[src/rtl/hazard_stall_controller_pkg.sv]
// ============================================================================
//  Module      : hazard_pkg
//  Description : Shared types and constants for the hazard stall controller:
//                FSM state encoding, instruction field slice positions and
//                the hardwired-zero register index.
//  Revision    : 1.0 - initial release
// ============================================================================
`default_nettype none

package hazard_pkg;

    typedef enum logic {
        ST_RUN         = 1'b0,
        ST_MULDIV_WAIT = 1'b1
    } state_e;

    localparam int RS_HI = 25;
    localparam int RS_LO = 21;
    localparam int RT_HI = 20;
    localparam int RT_LO = 16;

    localparam logic [4:0] REG_ZERO = 5'd0;

endpackage

`default_nettype wire

[src/rtl/hazard_stall_controller_counter.sv]
// ============================================================================
//  Module      : muldiv_stall_counter
//  Description : Down-counter tracking the remaining frozen cycles of a
//                multi-cycle mult/div. Loaded with LOAD_VAL, decremented on
//                request while non-zero, never wraps.
//  Ports       : clk     - clock, rising edge
//                rst_n   - asynchronous active-low reset (counter -> 0)
//                load_i  - load LOAD_VAL (has priority over dec_i)
//                dec_i   - decrement by one when counter is non-zero
//                last_o  - counter currently equals 1 (final frozen cycle)
//  Revision    : 1.0 - initial release
// ============================================================================
`default_nettype none

module muldiv_stall_counter #(
    parameter int CNT_W    = 4,
    parameter int LOAD_VAL = 3
) (
    input  logic clk,
    input  logic rst_n,
    input  logic load_i,
    input  logic dec_i,
    output logic last_o
);

    logic [CNT_W-1:0] cnt_q;
    logic [CNT_W-1:0] cnt_d;

    always_comb begin
        cnt_d = cnt_q;
        if (load_i) begin
            cnt_d = CNT_W'(LOAD_VAL);
        end else if (dec_i && (cnt_q != '0)) begin
            cnt_d = cnt_q - 1'b1;
        end
    end

    always_ff @(posedge clk or negedge rst_n) begin
        if (!rst_n) begin
            cnt_q <= '0;
        end else begin
            cnt_q <= cnt_d;
        end
    end

    assign last_o = (cnt_q == CNT_W'(1));

endmodule

`default_nettype wire

[src/rtl/hazard_stall_controller.sv]
// ============================================================================
//  Module      : hazard_stall_controller
//  Description : Hazard sequencer for the 5-stage MIPS pipeline. Handles
//                load-use stalls, taken-branch flushes and front-end freeze
//                during multi-cycle mult/div. Outputs are combinational from
//                state and current inputs.
//  Ports       : clk, reset (async, active-low)
//                ID_Instruction_In, EX_MemRead_In, EX_WriteRegister_In,
//                EX_Branch_Taken_In, EX_MulDiv_Start_In       - hazard inputs
//                PC_Write_Out, IFID_Write_Out, IFID_Flush_Out,
//                IDEX_Write_Out, IDEX_Bubble_Out, EXMEM_Bubble_Out - controls
//                State_Out                                    - 0=RUN, 1=WAIT
//  Options     : HAZARD_STATS_EN adds Stall_Count_Out / Flush_Count_Out
//  Revision    : 1.0 - initial release
// ============================================================================
`default_nettype none

module hazard_stall_controller
    import hazard_pkg::*;
#(
    parameter int MULDIV_LATENCY = 4,
    parameter int CNT_W          = 4
) (
    input  logic        clk,
    input  logic        reset,
    input  logic [31:0] ID_Instruction_In,
    input  logic        EX_MemRead_In,
    input  logic [4:0]  EX_WriteRegister_In,
    input  logic        EX_Branch_Taken_In,
    input  logic        EX_MulDiv_Start_In,
    output logic        PC_Write_Out,
    output logic        IFID_Write_Out,
    output logic        IFID_Flush_Out,
    output logic        IDEX_Write_Out,
    output logic        IDEX_Bubble_Out,
    output logic        EXMEM_Bubble_Out,
`ifdef HAZARD_STATS_EN
    output logic [31:0] Stall_Count_Out,
    output logic [31:0] Flush_Count_Out,
`endif
    output logic        State_Out
);

    state_e state_q;
    state_e state_d;
    logic   w_load_use;
    logic   w_cnt_load;
    logic   w_cnt_dec;
    logic   w_cnt_last;
    logic   w_unused_instr_bits;

    // rt is compared even for instructions that do not read it; a spurious
    // one-cycle stall is cheaper than decoding the opcode here.
    assign w_load_use = EX_MemRead_In
                     && (EX_WriteRegister_In != REG_ZERO)
                     && ((EX_WriteRegister_In == ID_Instruction_In[RS_HI:RS_LO])
                      || (EX_WriteRegister_In == ID_Instruction_In[RT_HI:RT_LO]));

    assign w_unused_instr_bits = ^{ID_Instruction_In[31:26], ID_Instruction_In[15:0]};

    muldiv_stall_counter #(
        .CNT_W    (CNT_W),
        .LOAD_VAL (MULDIV_LATENCY - 1)
    ) u_muldiv_cnt (
        .clk    (clk),
        .rst_n  (reset),
        .load_i (w_cnt_load),
        .dec_i  (w_cnt_dec),
        .last_o (w_cnt_last)
    );

    always_comb begin
        state_d          = state_q;
        w_cnt_load       = 1'b0;
        w_cnt_dec        = 1'b0;
        PC_Write_Out     = 1'b1;
        IFID_Write_Out   = 1'b1;
        IDEX_Write_Out   = 1'b1;
        IFID_Flush_Out   = 1'b0;
        IDEX_Bubble_Out  = 1'b0;
        EXMEM_Bubble_Out = 1'b0;

        if (!reset) begin
            // Hold the whole pipe empty and frozen while reset is asserted.
            PC_Write_Out     = 1'b0;
            IFID_Write_Out   = 1'b0;
            IDEX_Write_Out   = 1'b0;
            IFID_Flush_Out   = 1'b1;
            IDEX_Bubble_Out  = 1'b1;
            EXMEM_Bubble_Out = 1'b1;
        end else begin
            case (state_q)
                ST_RUN: begin
                    if (EX_Branch_Taken_In) begin
                        // The ID instruction is squashed, so its hazards and
                        // any mult/div start behind the branch do not matter.
                        IFID_Flush_Out  = 1'b1;
                        IDEX_Bubble_Out = 1'b1;
                    end else if (EX_MulDiv_Start_In) begin
                        PC_Write_Out     = 1'b0;
                        IFID_Write_Out   = 1'b0;
                        IDEX_Write_Out   = 1'b0;
                        EXMEM_Bubble_Out = 1'b1;
                        w_cnt_load       = 1'b1;
                        state_d          = ST_MULDIV_WAIT;
                    end else if (w_load_use) begin
                        PC_Write_Out    = 1'b0;
                        IFID_Write_Out  = 1'b0;
                        IDEX_Bubble_Out = 1'b1;
                    end
                end
                ST_MULDIV_WAIT: begin
                    PC_Write_Out     = 1'b0;
                    IFID_Write_Out   = 1'b0;
                    IDEX_Write_Out   = 1'b0;
                    EXMEM_Bubble_Out = 1'b1;
                    w_cnt_dec        = 1'b1;
                    if (w_cnt_last) begin
                        state_d = ST_RUN;
                    end
                end
                default: begin
                    state_d = ST_RUN;
                end
            endcase
        end
    end

    always_ff @(posedge clk or negedge reset) begin
        if (!reset) begin
            state_q <= ST_RUN;
        end else begin
            state_q <= state_d;
        end
    end

    assign State_Out = state_q;

`ifdef HAZARD_STATS_EN
    logic [31:0] stall_cnt_q;
    logic [31:0] flush_cnt_q;

    always_ff @(posedge clk or negedge reset) begin
        if (!reset) begin
            stall_cnt_q <= '0;
            flush_cnt_q <= '0;
        end else begin
            if (!PC_Write_Out && (stall_cnt_q != 32'hFFFF_FFFF)) begin
                stall_cnt_q <= stall_cnt_q + 32'd1;
            end
            if (IFID_Flush_Out && (flush_cnt_q != 32'hFFFF_FFFF)) begin
                flush_cnt_q <= flush_cnt_q + 32'd1;
            end
        end
    end

    assign Stall_Count_Out = stall_cnt_q;
    assign Flush_Count_Out = flush_cnt_q;
`endif

endmodule

`default_nettype wire

[config.mk]
export PLATFORM = sky130hd
export DESIGN_NAME = hazard_stall_controller
export DESIGN_NICKNAME = d
export VERILOG_FILES = /design/src/rtl/hazard_stall_controller_pkg.sv /design/src/rtl/hazard_stall_controller_counter.sv /design/src/rtl/hazard_stall_controller.sv
export SDC_FILE = /design/constraint.sdc
export NUM_CORES = 1
export LEC_CHECK = 0
export BUFFER_PORTS_ARGS = -buffer_cell sky130_fd_sc_hd__buf_4
export CORE_MARGIN = 2
export CORE_UTILIZATION = 32
export CTS_BUF_LIST = sky130_fd_sc_hd__clkbuf_4 sky130_fd_sc_hd__clkbuf_8
export CTS_CLUSTER_DIAMETER = 200
export DETAILED_ROUTE_END_ITERATION = 16
export PLACE_DENSITY_LB_ADDON = 0.05
export SLEW_MARGIN = 15
export SYNTH_ARGS = -nofsm -noshare
export SYNTH_HDL_FRONTEND = slang
export SYNTH_HIERARCHICAL = 1
export SYNTH_SLANG_ARGS = --single-unit
export TNS_END_PERCENT = 1
[constraint.sdc]
create_clock -name clk -period 1.6 [get_ports clk]
set_clock_uncertainty 0.2 [all_clocks]
set_input_delay 0.08 -clock clk [delete_from_list [all_inputs] [get_ports clk]]
set_output_delay 0.08 -clock clk [all_outputs]
set_load 0.005 [all_outputs]
### Word level (Yosys, flattened, before mapping)

Index checks and enable logic that the tools add are counted.

| word-level totals | value |
|---|---|
| flip-flop bits (word level) | 5 |
| input port bits | 42 |
| output and inout bits | 7 |

| cells by class | value |
|---|---|
| $add $sub $neg | 1 |
| equality and inequality tests | 3 |
| multiplexer cells | 29 |
| bitwise logic cells | 1 |
| reductions and logical operators | 7 |

Operators with widths:

| operator | number |
|---|---|
| $mux 1 | 23 |
| $eq 5x5->1 | 2 |
| $mux 4 | 2 |
| $pmux 1 s2 | 4 |
| $reduce_bool 5->1 | 1 |
| $eq 4x1->1 const B | 1 |
| $reduce_bool 4->1 | 1 |
| $sub 4x1->4 const B | 1 |
| $logic_and 1x1->1 | 3 |
| $reduce_bool 2->1 | 1 |
| $logic_or 1x1->1 | 1 |
| $not 1->1 | 1 |

### Depth between registers and ports, before layout

| depth | value |
|---|---|
| word-level depth | 8 |
| depth in mapped cells | 5 |
| mapped depth without buffers | 5 |

### Modules after synthesis

Netlist, hierarchy kept.

Modules (own cells, without submodules):

| module | times used | cells an instance | area each (sq um) |
|---|---|---|---|
| muldiv_stall_counter | 1 | 26 | 254.0 |
| hazard_stall_controller | 1 | 31 | 235.2 |

### Worst setup path after synthesis

OpenSTA, ideal clock, no wires.

| timing | value |
|---|---|
| path type | register to register |
| start | register state_q (netlist: State_Out) |
| end | register u_muldiv_cnt.cnt_q[3] |
| setup time | 0.078 ns |
| arrival time | 1.418 ns |
| data required time | 1.322 ns |
| path slack | -0.096 ns |
| stages on the path, launching flop included | 5 |
| buffers on the path | 0 |
| path through | dfrtp_1 > and2_1 > or4b_1 > or3_1 > a21oi_1 |

| on the way | value |
|---|---|
| cells in the longest elaborated chain, start to end | 4 |

RTL lines:

| item | RTL line | text |
|---|---|---|
| from (decl) | hazard_stall_controller.sv:44 | `state_e state_q;` |
| from (signal assigned) | hazard_stall_controller.sv:133 | `state_q <= state_d;` |
| $mux 1 | hazard_stall_controller.sv:92 | `case (state_q)` |
| $mux 1 | hazard_stall_controller.sv:83 | `if (!reset) begin` |
| net w_cnt_dec | hazard_stall_controller.sv:48 | `logic w_cnt_dec;` |
| $logic_and 1x1->1 | hazard_stall_controller_counter.sv:33 | `end else if (dec_i && (cnt_q != '0)) begin` |
| $reduce_bool 2->1 (no source line) | n/a |  |
| to (signal assigned) | hazard_stall_controller_counter.sv:42 | `cnt_q <= cnt_d;` |
| to (decl) | hazard_stall_controller_counter.sv:26 | `logic [CNT_W-1:0] cnt_q;` |

The timed path passes the listed nets, and every way through them passes these cells.
A chain may end at the register's enable or synchronous reset.

### Worst setup path after layout

| timing | value |
|---|---|
| start | register state_q (netlist: State_Out) |
| end | output IDEX_Bubble_Out |

| on the way | value |
|---|---|
| cells in the longest elaborated chain, start to end | 2 |

RTL lines:

| item | RTL line | text |
|---|---|---|
| $mux 1 | hazard_stall_controller.sv:92 |  |
| $mux 1 | hazard_stall_controller.sv:83 |  |
| to (decl) | hazard_stall_controller.sv:35 | `output logic IDEX_Bubble_Out,` |

Every way passes these cells.

==> results.cfg <==
[timing]
fmax_ghz = 0.6026
setup_violations = 2
final_max_slew_viol_count = 0
setup_ws_ns = -0.05948
max_slew_margin_pct = 83.33
min_period_ns = 1.659
final.period_utilization_pct = 103.7
tns_ns = -0.1129
rsz0062_at_grt = true
finalHoldViolCount = 0
tightest_slew_ns = 0.2493

[setup_path]
setup.worst_path.start = State_Out$_DFFE_PN0P_
end_kind = primary output
r2r_end = u_muldiv_cnt/cnt_q[3]$_DFFE_PN0P_
start_kind = flip-flop
arrival_ns = 1.38
r2r_setup_slack_ns = -0.05
r2r_start = State_Out$_DFFE_PN0P_
critical_path_class = flip-flop to primary output
crit_required_ns = 1.32
crit_end = IDEX_Bubble_Out
reg2reg_depth = 4
cp_max_fo = 6

[cells_and_area]
final_nets = 142
drive_above_1_share_pct = 47.92
n_fill_cell = 151
syn_to_final_growth_pct = 68.03
antenna_cells = 0

[global_route]
grtUsageTotal_pct = 14.25
grt_max_degree = 9
grt_pass1_wl_um = 1980
grt_overflow = 0
grt_pass1_vias = 498
antenna_found_initial = 0

[routing]
dr.pass1.iters = 2
via_per_inst = 4.661
drt_first_iter_violations = 1
wire_per_inst_um = 10.29
ant_nets = 0
remaining_drc_errors = 0
num_vias = 522
wl_um = 1152

[synth]
syn_area_per_cell_sq_um = 8.583
synth_area_leader_cell = dfrtp_1
yosysSeqAreaShare_pct = 25.58
ys_seq_elements = 5
synth_area_leaders = dfrtp_1 (26%), xor2_1 (18%), ha_1 (7.7%)
synth_cells = 57
synth_warnings = 6
yosysUniqueCellTypes = 26
synth_fp_nets = 102
syn-cell-area_sq_um = 489.2
synth_top_area_share_pct = 25.58

[clocking]
tritoncts = yes
cts_buffer_depth = 2
cts_made_buffers = 3
clock-sinks = 5
cts-root-buf = clkbuf_4
clkSlewWorstSetupHoldPaths_ns = 0.05
htreeDepth = 1
insertion_delay_ns = 0.25

[floorplan]
pin_count = 49
die-area_sq_um = 1858
core_area_sq_um = 1471
initial_core_util_pct = 33.25
die_h_um = 43.10
die_x_um = 43.10
rows = 14

[run]
drv_cap = 0

[worst_hold_path]
holdCritPathClass = input port to flip-flop

[outcome]
failed_checks = negative setup slack
outcome = finished with violations

[placed_design]
port_buffers = 26
place_ws_ns = -0.03713
routabilityCongestion = 0.7729
dpl.hpwl_um = 979.3

[power]
powerDensity_nw_per_um2 = 1183
worst_ir_drop_vdd_uv = 789.5
leakagePower_nw = 0.4219
-- routing by layer --
metal / track usage (%) / wire, um / up-vias
li1: - / - / 275
met1: 16.84 / 507 / 229
met2: 23.88 / 552 / 18
met3: 8.085 / 92 / 0
met4: 0 / 0 / 0
met5: 0 / 0 / -
-- stage by stage --
step / hold slack, ns / cells / instance area, sq um / total power, mW / utilization, %
after global routing: 0.08829 / 112 / 822.0 / 1.070 / 55.87
after floorplan: -0.4156 / 57 / 491.7 / 0.4942 / -
after CTS: 0.06681 / 112 / 815.8 / 0.9711 / 55.44
final: 0.07024 / 112 / 822.0 / 0.9729 / 55.87
after detailed placement: -0.2043 / 106 / 759.5 / 0.7581 / 51.62
after global placement: -0.2041 / 106 / 759.5 / 0.7484 / 51.62
-- registers in the layout (all words and copies together), names as in the netlist --
name / flops
State_Out: 1
u_muldiv_cnt/cnt_q: 4
-- report_power, final --
part           internal, mW  switching, mW  total, mW
Combinational         0.344          0.221      0.565
Clock                 0.112         0.0567      0.168
Sequential            0.187         0.0525      0.240
Total                 0.642          0.330      0.973
-- cell type report --
class / count / area (sq um) / share of cell area [%]
multi-input combinational: 46 / 351.6 / 42.77
sequential: 5 / 125.1 / 15.22
clock buffer: 4 / 30.03 / 3.653
tap: 16 / 20.02 / 2.435
timing repair buffer: 36 / 276.5 / 33.64
inverter: 5 / 18.77 / 2.283
-- Yosys cell counts --
| cell | number |
|---|---|
| buf_4 | 1 |
| or4_1 | 1 |
| nor2b_1 | 2 |
| nor3_1 | 2 |
| nand3b_1 | 1 |
| a211oi_1 | 1 |
| or4b_1 | 1 |
| o21bai_1 | 1 |
| a21oi_1 | 1 |
| and2_1 | 1 |
| mux2i_1 | 2 |
| inv_1 | 5 |
| nand2_1 | 1 |
| nor2_1 | 6 |
| o21ai_2 | 1 |
| o21ai_0 | 2 |
| ha_1 | 3 |
| a21o_1 | 1 |
| xor2_1 | 10 |
| a22oi_1 | 1 |
| a31o_2 | 1 |
| nor3b_1 | 3 |
| o31a_1 | 1 |
| dfrtp_1 | 5 |
| or3_1 | 2 |
| nand2b_1 | 1 |
-- layout by cell type (no fill, tap or decap) --
master | synthesis | final
a211oi_1 | 1 | 1
a31o_2 | 1 | 1
mux2i_1 | 2 | 2
buf_6 | 0 | 1
dlygate4sd3_1 | 0 | 1
ha_1 | 3 | 3
nor2b_2 | 0 | 1
a22oi_1 | 1 | 1
o21ai_0 | 2 | 2
inv_2 | 0 | 1
nor2b_1 | 2 | 1
or3_1 | 2 | 2
nor3b_1 | 3 | 2
or4b_4 | 0 | 1
nor3_1 | 2 | 2
nor3b_2 | 0 | 1
a21o_1 | 1 | 1
clkbuf_4 | 0 | 4
o21bai_1 | 1 | 1
dfrtp_1 | 5 | 5
nor2_1 | 6 | 6
buf_4 | 1 | 34
nand3b_1 | 1 | 1
inv_1 | 5 | 4
a21oi_1 | 1 | 1
xor2_1 | 10 | 10
o31a_1 | 1 | 1
and2_4 | 0 | 1
nand2b_1 | 1 | 1
or4_1 | 1 | 1
o21ai_2 | 1 | 1
nand2_1 | 1 | 1
-- worst min-delay path by stage --
stage	from	to	slack, ns	cells past startpoint
floorplan	reset	State_Out$_DFFE_PN0P_	-0.42	0
global placement	reset	State_Out$_DFFE_PN0P_	-0.20	2
detailed placement	reset	State_Out$_DFFE_PN0P_	-0.20	2
CTS	reset	State_Out$_DFFE_PN0P_	0.07	4
global route	reset	State_Out$_DFFE_PN0P_	0.09	4
finish	reset	State_Out$_DFFE_PN0P_	0.07	4
-- critical path: stages (launching register included) --
cell and delay [ns]:
dfrtp_1 0.38, buf_6 0.13, or3_1 0.34, o21bai_1 0.15, buf_4 0.13
-- logic make-up (layout without fill, tap and decap cells) --
group,Yosys count,count (layout),synth area share [%]
mux,2,2,4.092
simple gates,21,21,24.81
xor+xnor,10,10,17.90
compound gates,10,10,14.58
flops,5,5,25.58
buf+inv,6,45,5.372
fa+ha+maj,3,3,7.673
-- repair_timing --
| item | 4_1_cts | 5_1_grt |
|---|---|---|
| endpoints found under the setup margin | 3 | 7 |
| buffers inserted | 1 | 0 |
| resized for setup | 2 | 3 |
| pin swaps | 2 | 1 |
| hold endpoints to repair | 5 | 0 |
| hold buffers | 1 | 0 |
Power figures use the tool's default switching activity.
